<file path="src/rtl/fir_decim_frac10.sv">
// Decimating Q22.10 FIR: keeps the last TAPS samples, emits one filtered sample per DECIM accepted inputs.
// Latency: out_valid rises TAPS+1 cycles after the edge that accepts the DECIM-th sample.
// Backpressure: in_ready is low while filtering or while a result waits for out_ready; out_data holds until taken.
module fir_decim_frac10 #(
    parameter int TAPS  = 20,
    parameter int DECIM = 10,
    parameter int AW    = $clog2(TAPS)
) (
    input  logic          clock,
    input  logic          reset_n,
    input  logic [31:0]   in_data,
    input  logic          in_valid,
    output logic          in_ready,
    output logic [31:0]   out_data,
    output logic          out_valid,
    input  logic          out_ready,
    input  logic          coef_wr,
    input  logic [AW-1:0] coef_addr,
    input  logic [31:0]   coef_data
);

    // IW indexes the tap arrays; TW must also reach TAPS for the drain step.
    localparam int IW = $clog2(TAPS);
    localparam int TW = $clog2(TAPS + 1);
    localparam int PW = (DECIM > 1) ? $clog2(DECIM) : 1;

    typedef enum logic [1:0] {
        ACCEPT = 2'd0,
        MAC    = 2'd1,
        OUT    = 2'd2
    } state_t;

    state_t state;
    state_t state_nxt;

    logic signed [31:0] sbuf [TAPS];
    logic signed [31:0] coef [TAPS];
    logic [PW-1:0]      phase;
    logic [TW-1:0]      tap;
    logic signed [31:0] acc;
    logic signed [31:0] prod;
    logic               accept;
    logic               last_phase;
    logic [IW-1:0]      tap_i;
    logic signed [31:0] mac_p;

    // Q22.10 multiply: low 32 bits of the full product, then a shift that rounds toward zero.
    function automatic logic signed [31:0] mul(input logic signed [31:0] a,
                                               input logic signed [31:0] b);
        logic signed [63:0] full;
        logic signed [31:0] p;
        full = a * b;
        p    = full[31:0];
        if (p[31])
            mul = (p + 32'sd1023) >>> 10;
        else
            mul = p >>> 10;
    endfunction

    // The single multiplier reads the tap selected by the MAC counter; the drain step reads tap 0 harmlessly.
    always_comb begin
        tap_i = '0;
        if (tap < TW'(TAPS))
            tap_i = IW'(tap);
        mac_p = mul(coef[tap_i], sbuf[tap_i]);
    end

    // State register.
    always_ff @(posedge clock or negedge reset_n) begin
        if (!reset_n)
            state <= ACCEPT;
        else
            state <= state_nxt;
    end

    // Next-state decode and input handshake.
    always_comb begin
        state_nxt  = state;
        in_ready   = 1'b0;
        accept     = 1'b0;
        last_phase = (phase == PW'(DECIM - 1));
        case (state)
            ACCEPT: begin
                in_ready = 1'b1;
                if (in_valid) begin
                    accept = 1'b1;
                    if (last_phase)
                        state_nxt = MAC;
                end
            end
            MAC: begin
                if (tap == TW'(TAPS))
                    state_nxt = OUT;
            end
            OUT: begin
                if (out_ready)
                    state_nxt = ACCEPT;
            end
            default: state_nxt = ACCEPT;
        endcase
    end

    // Datapath: sample shift register, coefficient store, decimation phase and the pipelined MAC.
    // The product is registered, so the accumulator trails the tap counter by one cycle and
    // a final drain step folds in the last product as the result is latched.
    always_ff @(posedge clock or negedge reset_n) begin
        if (!reset_n) begin
            for (int i = 0; i < TAPS; i++) begin
                sbuf[i] <= '0;
                coef[i] <= '0;
            end
            phase     <= '0;
            tap       <= '0;
            acc       <= '0;
            prod      <= '0;
            out_data  <= '0;
            out_valid <= 1'b0;
        end else begin
            // Coefficients only change between filter runs; out-of-range addresses are dropped.
            if (coef_wr && (state == ACCEPT) && (int'(coef_addr) < TAPS))
                coef[IW'(coef_addr)] <= coef_data;

            if (accept) begin
                for (int k = TAPS - 1; k > 0; k--)
                    sbuf[k] <= sbuf[k-1];
                sbuf[0] <= in_data;
                if (last_phase) begin
                    phase <= '0;
                    acc   <= '0;
                    prod  <= '0;
                    tap   <= '0;
                end else begin
                    phase <= phase + PW'(1);
                end
            end

            if (state == MAC) begin
                if (tap < TW'(TAPS)) begin
                    prod <= mac_p;
                    tap  <= tap + TW'(1);
                    if (tap != '0)
                        acc <= acc + prod;
                end else begin
                    out_data  <= acc + prod;
                    out_valid <= 1'b1;
                end
            end

            if ((state == OUT) && out_ready)
                out_valid <= 1'b0;
        end
    end

endmodule
</file>
<file path="config.mk">
export PLATFORM = sky130hd
export DESIGN_NAME = fir_decim_frac10
export DESIGN_NICKNAME = d
export VERILOG_FILES = /design/src/rtl/fir_decim_frac10.sv
export SDC_FILE = /design/constraint.sdc
export NUM_CORES = 2
export LEC_CHECK = 0
export CORE_MARGIN = 4
export CORE_UTILIZATION = 41
export DETAILED_ROUTE_END_ITERATION = 7
export PLACE_DENSITY = 0.54
export SYNTH_ARGS = -nofsm -noshare
export SYNTH_HDL_FRONTEND = slang
export SYNTH_SLANG_ARGS = --single-unit
</file>
<file path="constraint.sdc">
create_clock -name clock -period 12.8 [get_ports clock]
set_input_delay 3.84 -clock clock [delete_from_list [all_inputs] [get_ports clock]]
set_output_delay 3.84 -clock clock [all_outputs]
set_load 0.03 [all_outputs]
</file>
Yosys cells after proc, flatten, opt, wreduce, memory -nomap -nowiden

Index checks and enable logic that the tools add are counted.

Output and inout port bits: 34
Flip-flop bits (word level): 1388
Input bits: 74
Logic and storage cells: 115

Reductions and logical operators: 10
Eq/ne operators: 9
$lt $le $gt $ge: 5
Add/subtract/negate cells: 4
Multipliers: 1
Multiplexer cells: 36
Bitwise logic cells: 3

Operator list:

| cell                   | count |
|---|---|
| $bwmux 640             | 1 |
| $mux 32                | 15 |
| $bmux 32 s5            | 2 |
| $demux 32 s5           | 1 |
| $add 32x11->32 const B | 1 |
| $add 32x32->32         | 1 |
| $mul 32x32->32         | 1 |
| $mux 5                 | 5 |
| $ge 6x6->1 const B     | 2 |
| $not 5->6              | 2 |
| $lt 5x5->1 const B     | 2 |
| $mux 2                 | 4 |
| $ne 2x2->1 const B     | 4 |
| $lt 6x1->1 const B     | 1 |
| $mux 1                 | 6 |
| $pmux 2 s3             | 1 |
| $add 5x1->5 const B    | 1 |
| $eq 5x5->1 const B     | 1 |
| $reduce_bool 5->1      | 1 |
| $add 4x1->4 const B    | 1 |
| $eq 4x4->1 const B     | 1 |
| $logic_and 1x1->1      | 4 |
| $mux 4                 | 1 |
| $reduce_and 2->1       | 2 |
| other kinds (7)        | 7 |

Depth between registers and ports, before layout

Depth in word-level cells: 11
Gate-level depth with buffers: 46
Depth with buffers taken out: 37

Least setup slack after synthesis

OpenSTA, ideal clock, no wires.

Kind: register -> register
From: register tap[2]
To: register prod[21]
Setup slack: 3.179 ns
Cell stages (with the launch flop): 42
Library setup time: 0.118 ns
Buffers on the path: 8
Data arrival time: 9.503 ns
Clock period less this slack: 9.621 ns
Cells stage by stage: dfrtp_1 > buf_6 > and2b_1 > buf_6 > buf_6 > buf_6 > buf_4 > mux4_2 > a211oi_1 > nand3_1 > nand2_1 > clkbuf_1 > nor2_1 > fa_1 > fa_1 > fa_1 > inv_1 > fa_1 > [6 not listed] > inv_1 > ha_1 > o21a_1 > o21ai_0 > nand2_1 > o21ai_0 > a211oi_1 > o21a_1 > o21a_1 > o311ai_0 > nand2_1 > or3_1 > buf_2 > nor2_4 > and3_1 > a311oi_2 > buf_6 > a21o_1

Word-level cells in the longest chain between the ends: 11

Ends and longest elaborated chain:

| what                                        | line    | source |
|---|---|---|
| start, declared                             | 39      | `logic [TW-1:0] tap;` |
| start signal, assigned                      | 140     | `tap <= tap + TW'(1);` |
| $lt 5x5->1                                  | 63, 138 |  |
| $mux 5                                      | 63      | `if (tap < TW'(TAPS))` |
| $not 5->6 (not written as such)             | 65      | `mac_p = mul(coef[tap_i], sbuf[tap_i]);` |
| $bmux 32 s5                                 | 65      |  |
| $mux 32 (not written as such) (2 in series) | 65      |  |
| $mul 32x32->32                              | 52      | `full = a * b;` |
| $add 32x11->32                              | 55      | `mul = (p + 32'sd1023) >>> 10;` |
| $mux 32                                     | 54      | `if (p[31])` |
| $mux 32 (*)                                 | 138     | `if (tap < TW'(TAPS)) begin` |
| $mux 32 (*)                                 | 137     | `if (state == MAC) begin` |
| end signal, assigned                        | 139     | `prod <= mac_p;` |
| end, declared                               | 41      | `logic signed [31:0] prod;` |

Mark *: on every way between the ends. The rest lies on a longest branch, timed or not. The select of a mux whose other input is x is not followed.
A chain may end at the register's enable or synchronous reset.

Worst setup path in the final report

From: register tap[3]
To: register prod[27]

The elaborated chain is that of the path after synthesis.

==> run summary <==
At the end of routability-driven placement, the weighted congestion stood at 0.898. In this run, synthesis inferred 0 flip-flops with an integrated enable. After synthesis the cells add up to 0.0820 mm^2. STA puts the critical path data arrival time at 12,180 ps. In the synthesized netlist, the number of instances is 6,989. The most common cell after layout, fill and taps aside is dfrtp_1. The number of cells on the worst reg-to-reg path came out at 29. After clock tree synthesis, the clock-pin slew on the worst setup and hold paths is 60 ps.

TritonCTS built the clock tree. The run gives 164,000 um as the placed wire-length estimate. Sorting the synthesized cells by area gives the leading types as dfrtp_1 (42%), mux2_2 (18%), fa_1 (10%). The post-detailed-route DRC marker count is 0. The standard cell with the maximum stage delay on the critical path was a311oi_2. Relative to the synthesized area, the layout overhead comes to 11.1%. The first global-routing pass estimated 385,000 um of wire. For this run, the number of Yosys warnings is 0. Leaving out fill and tap cells, the most frequent cells in the layout are dfrtp_1 (1,383), mux2_2 (1,345), inv_1 (476), nor2_1 (424), nand2_1 (410).

The critical path is of the reg -> reg type. Across the routed clock network, the largest skew measured is 45.6 ps. By instance count, the cell type seen most on the critical path is fa_1. The count of maximum capacitance violations is 0, and the largest fanout on the critical path is 23. The critical path contains buffers and inverters numbering 4 combined. In this run the critical register-to-register path is launched from tap[3]$_DFF_PN0_. The tools report the maximum count of clock buffers along a single path as 3.

The tools report the final-report max-slew violation count as 0. The total of buffers placed on input and output ports came out at 107. The cell type with the highest aggregate area in the netlist is dfrtp_1.

Post-detailed-route wirelength per cell: 26.4 um. The worst hold path endpoint was out_data[10]$_DFFE_PN0P_. The register-to-register setup slack was 1340 ps; the number of distinct library cell variants in the gate-level netlist after synthesis was 100.

The tools report the number of setup violations in the final report as 0. After the last flow step, the layout net total stands at 7,589. The global-route usage over all layers was 0.247.

After layout, the minimum clock period comes to 11,460 ps. The logs give 87.3 MHz for the achievable clock frequency and 1,388 for the count of clock tree sinks. The worst setup path is launched from a flip-flop.

Via density per instance: 5.74. The pin slew with the least headroom to its limit is 1150 ps, and the headroom to the max-slew limit is 0.222. The flow ran to the end, and the final reports show no timing, DRC or antenna violations.

For the number of resized instances in the post-cts repair step, the log shows 0. The row count is 163, and the worst hold slack is 472 ps. Most frequently used flop master after synthesis: dfrtp_1. In this run the critical register-to-register path is captured at prod[27]$_DFF_PN0_.

The x dimension of the die came out at 455 um. The async set-or-reset flop fraction in the synthesized netlist was 1.00; the count of final hold-check violations was 0. The maximum single-stage delay on the critical path works out to 790 ps. The number of synthesized register bits works out to 1,388. TritonCTS created 158 clock buffers. The area enclosed by the die boundary is 0.207 mm^2, and the y dimension of the die is 455 um. The tree is rooted in a clkbuf_16. For the worst setup path, the data required time is 13,530 ps. The tools report the number of antenna violations at the first check in global routing as 15. CTS built an H-tree with a depth of 4. The first routing iteration left 4,631 violations.

The number of global-route vias before repair was 57,400; the area share of the largest cell type after synthesis was 0.423. The pin count of the biggest net entering global routing was 174; the area of the core region was 0.198 mm^2. Detailed routing inserted a total of 55,700 vias.

The share of the clock period used by the worst path works out to 0.895. In this run the most critical hold path is launched from out_data[10]$_DFFE_PN0P_. After detailed routing, the total wire length is 256,000 um. The tools report the critical path capture point type as a flip-flop.

The run gives 0 ps as the final setup TNS. For this run the aggregate overflow at the end of global routing stands at 0. Along the worst hold path, the cell count comes to 2.

The run gives 0.423 as the sequential-to-total area share from yosys stat. The tools report the top-level port count as 108. Average instance area after synthesis: 11.7 um^2.

Critical path's top delay family: adder cells. The class of the tightest hold or removal check was reg -> reg. Before antenna repair, the detailed router went through 8 iterations. The residual antenna-violating net count after detailed routing is 0, and the clock latency at the later pin of the worst-skew pair is 810 ps.

The initial standard-cell utilization of the core came out at 0.414. Buffers inserted to repair hold after CTS numbered 0. The layout cell share with drive strength beyond 1 is 0.282. Post-CTS setup repair buffer count: 0. Setup repair after global routing left no endpoint under its margin. The post-synthesis net count was 7,655.
stage by stage:
stage                util  instance area, um^2  setup WS, ps  instances
finish              0.460                91100          1340       9696
detailed placement  0.433                85700          1320       9403
global placement    0.433                85700          1500       9403
global route        0.460                91100           888       9690
floorplan               -                82000          3180       6989
CTS                 0.460                91100          1340       9687
worst register-to-register path, delay by kind of cell, from the launching register on:
kind	cells	cell delay (ps)
compound gates	6	2170
fa+ha+maj	9	4410
xor+xnor	1	350
simple gates	9	2720
buf+inv	4	1060
flops	1	690
state kept, by name, summed over array words and instances, names as in the netlist:
name	count
tap	5
coef	640
out_data	32
phase	4
sbuf	640
state	2
out_valid	1
prod	32
acc	32
worst max path at each step:
stage,depth (start not counted),endpoint,slack [ps],startpoint
final,29,prod[27]$_DFF_PN0_,1340,tap[3]$_DFF_PN0_
after global routing,36,prod[26]$_DFF_PN0_,890,tap[4]$_DFF_PN0_
after CTS,29,prod[27]$_DFF_PN0_,1340,tap[3]$_DFF_PN0_
after detailed placement,29,prod[28]$_DFF_PN0_,1320,tap[3]$_DFF_PN0_
after global placement,29,prod[29]$_DFF_PN0_,1500,tap[3]$_DFF_PN0_
after floorplan,41,prod[21]$_DFF_PN0_,3180,tap[2]$_DFF_PN0_
logic make-up after synthesis:
| group | Yosys count | synth area share |
|---|---|---|
| fa+ha+maj | 592 | 0.128 |
| buf+inv | 1003 | 0.0546 |
| compound gates | 952 | 0.0814 |
| flops | 1388 | 0.423 |
| mux | 1573 | 0.220 |
| simple gates | 1351 | 0.0772 |
| xor+xnor | 130 | 0.0156 |
per-layer routing:
layer | track usage | wire length, um | vias to the layer above
li1 | - | - | 24200
met1 | 0.342 | 113000 | 29400
met2 | 0.397 | 120000 | 1654
met3 | 0.0373 | 13800 | 412
met4 | 0.0825 | 9110 | 2
met5 | 0 | 13 | -
layout make-up:
type	count	area [um^2]
inverters	484	1820
fillers	18300	107000
clock buffers	231	4600
flip-flops and latches	1388	34700
multi-input cells	4598	43100
repair buffers	293	2750
clock inverters	53	776
diodes	9	22.5
well taps	2640	3300
cells in the mapped netlist, types with 14 or more instances:
cell       number
o21ai_0       143
buf_4          60
a211oi_1      114
clkbuf_1      280
nand3_1        70
mux2i_1       178
fa_1          409
a31oi_1        22
nand2_1       423
o2111ai_1      14
buf_6          44
nor2_1        429
and3_1         30
dfrtp_1      1388
nor2b_1        42
o211ai_1       35
ha_1          183
and2_1         33
o21a_1         18
a22o_1         33
a21oi_1       175
a221oi_1       14
buf_2          84
nand2b_1      122
mux4_2         50
or2_2          72
nor3_1         50
a32oi_1        22
a21o_1         37
o221ai_1       46
inv_1         478
xnor2_1        93
a222oi_1       52
xor2_1         26
a211o_1        19
o22ai_1        98
buf_1          46
mux2_2       1345
Power is left out: the tool's default activity adds up to more than one toggle a clock period on the data nets, which glitch-free logic cannot reach.
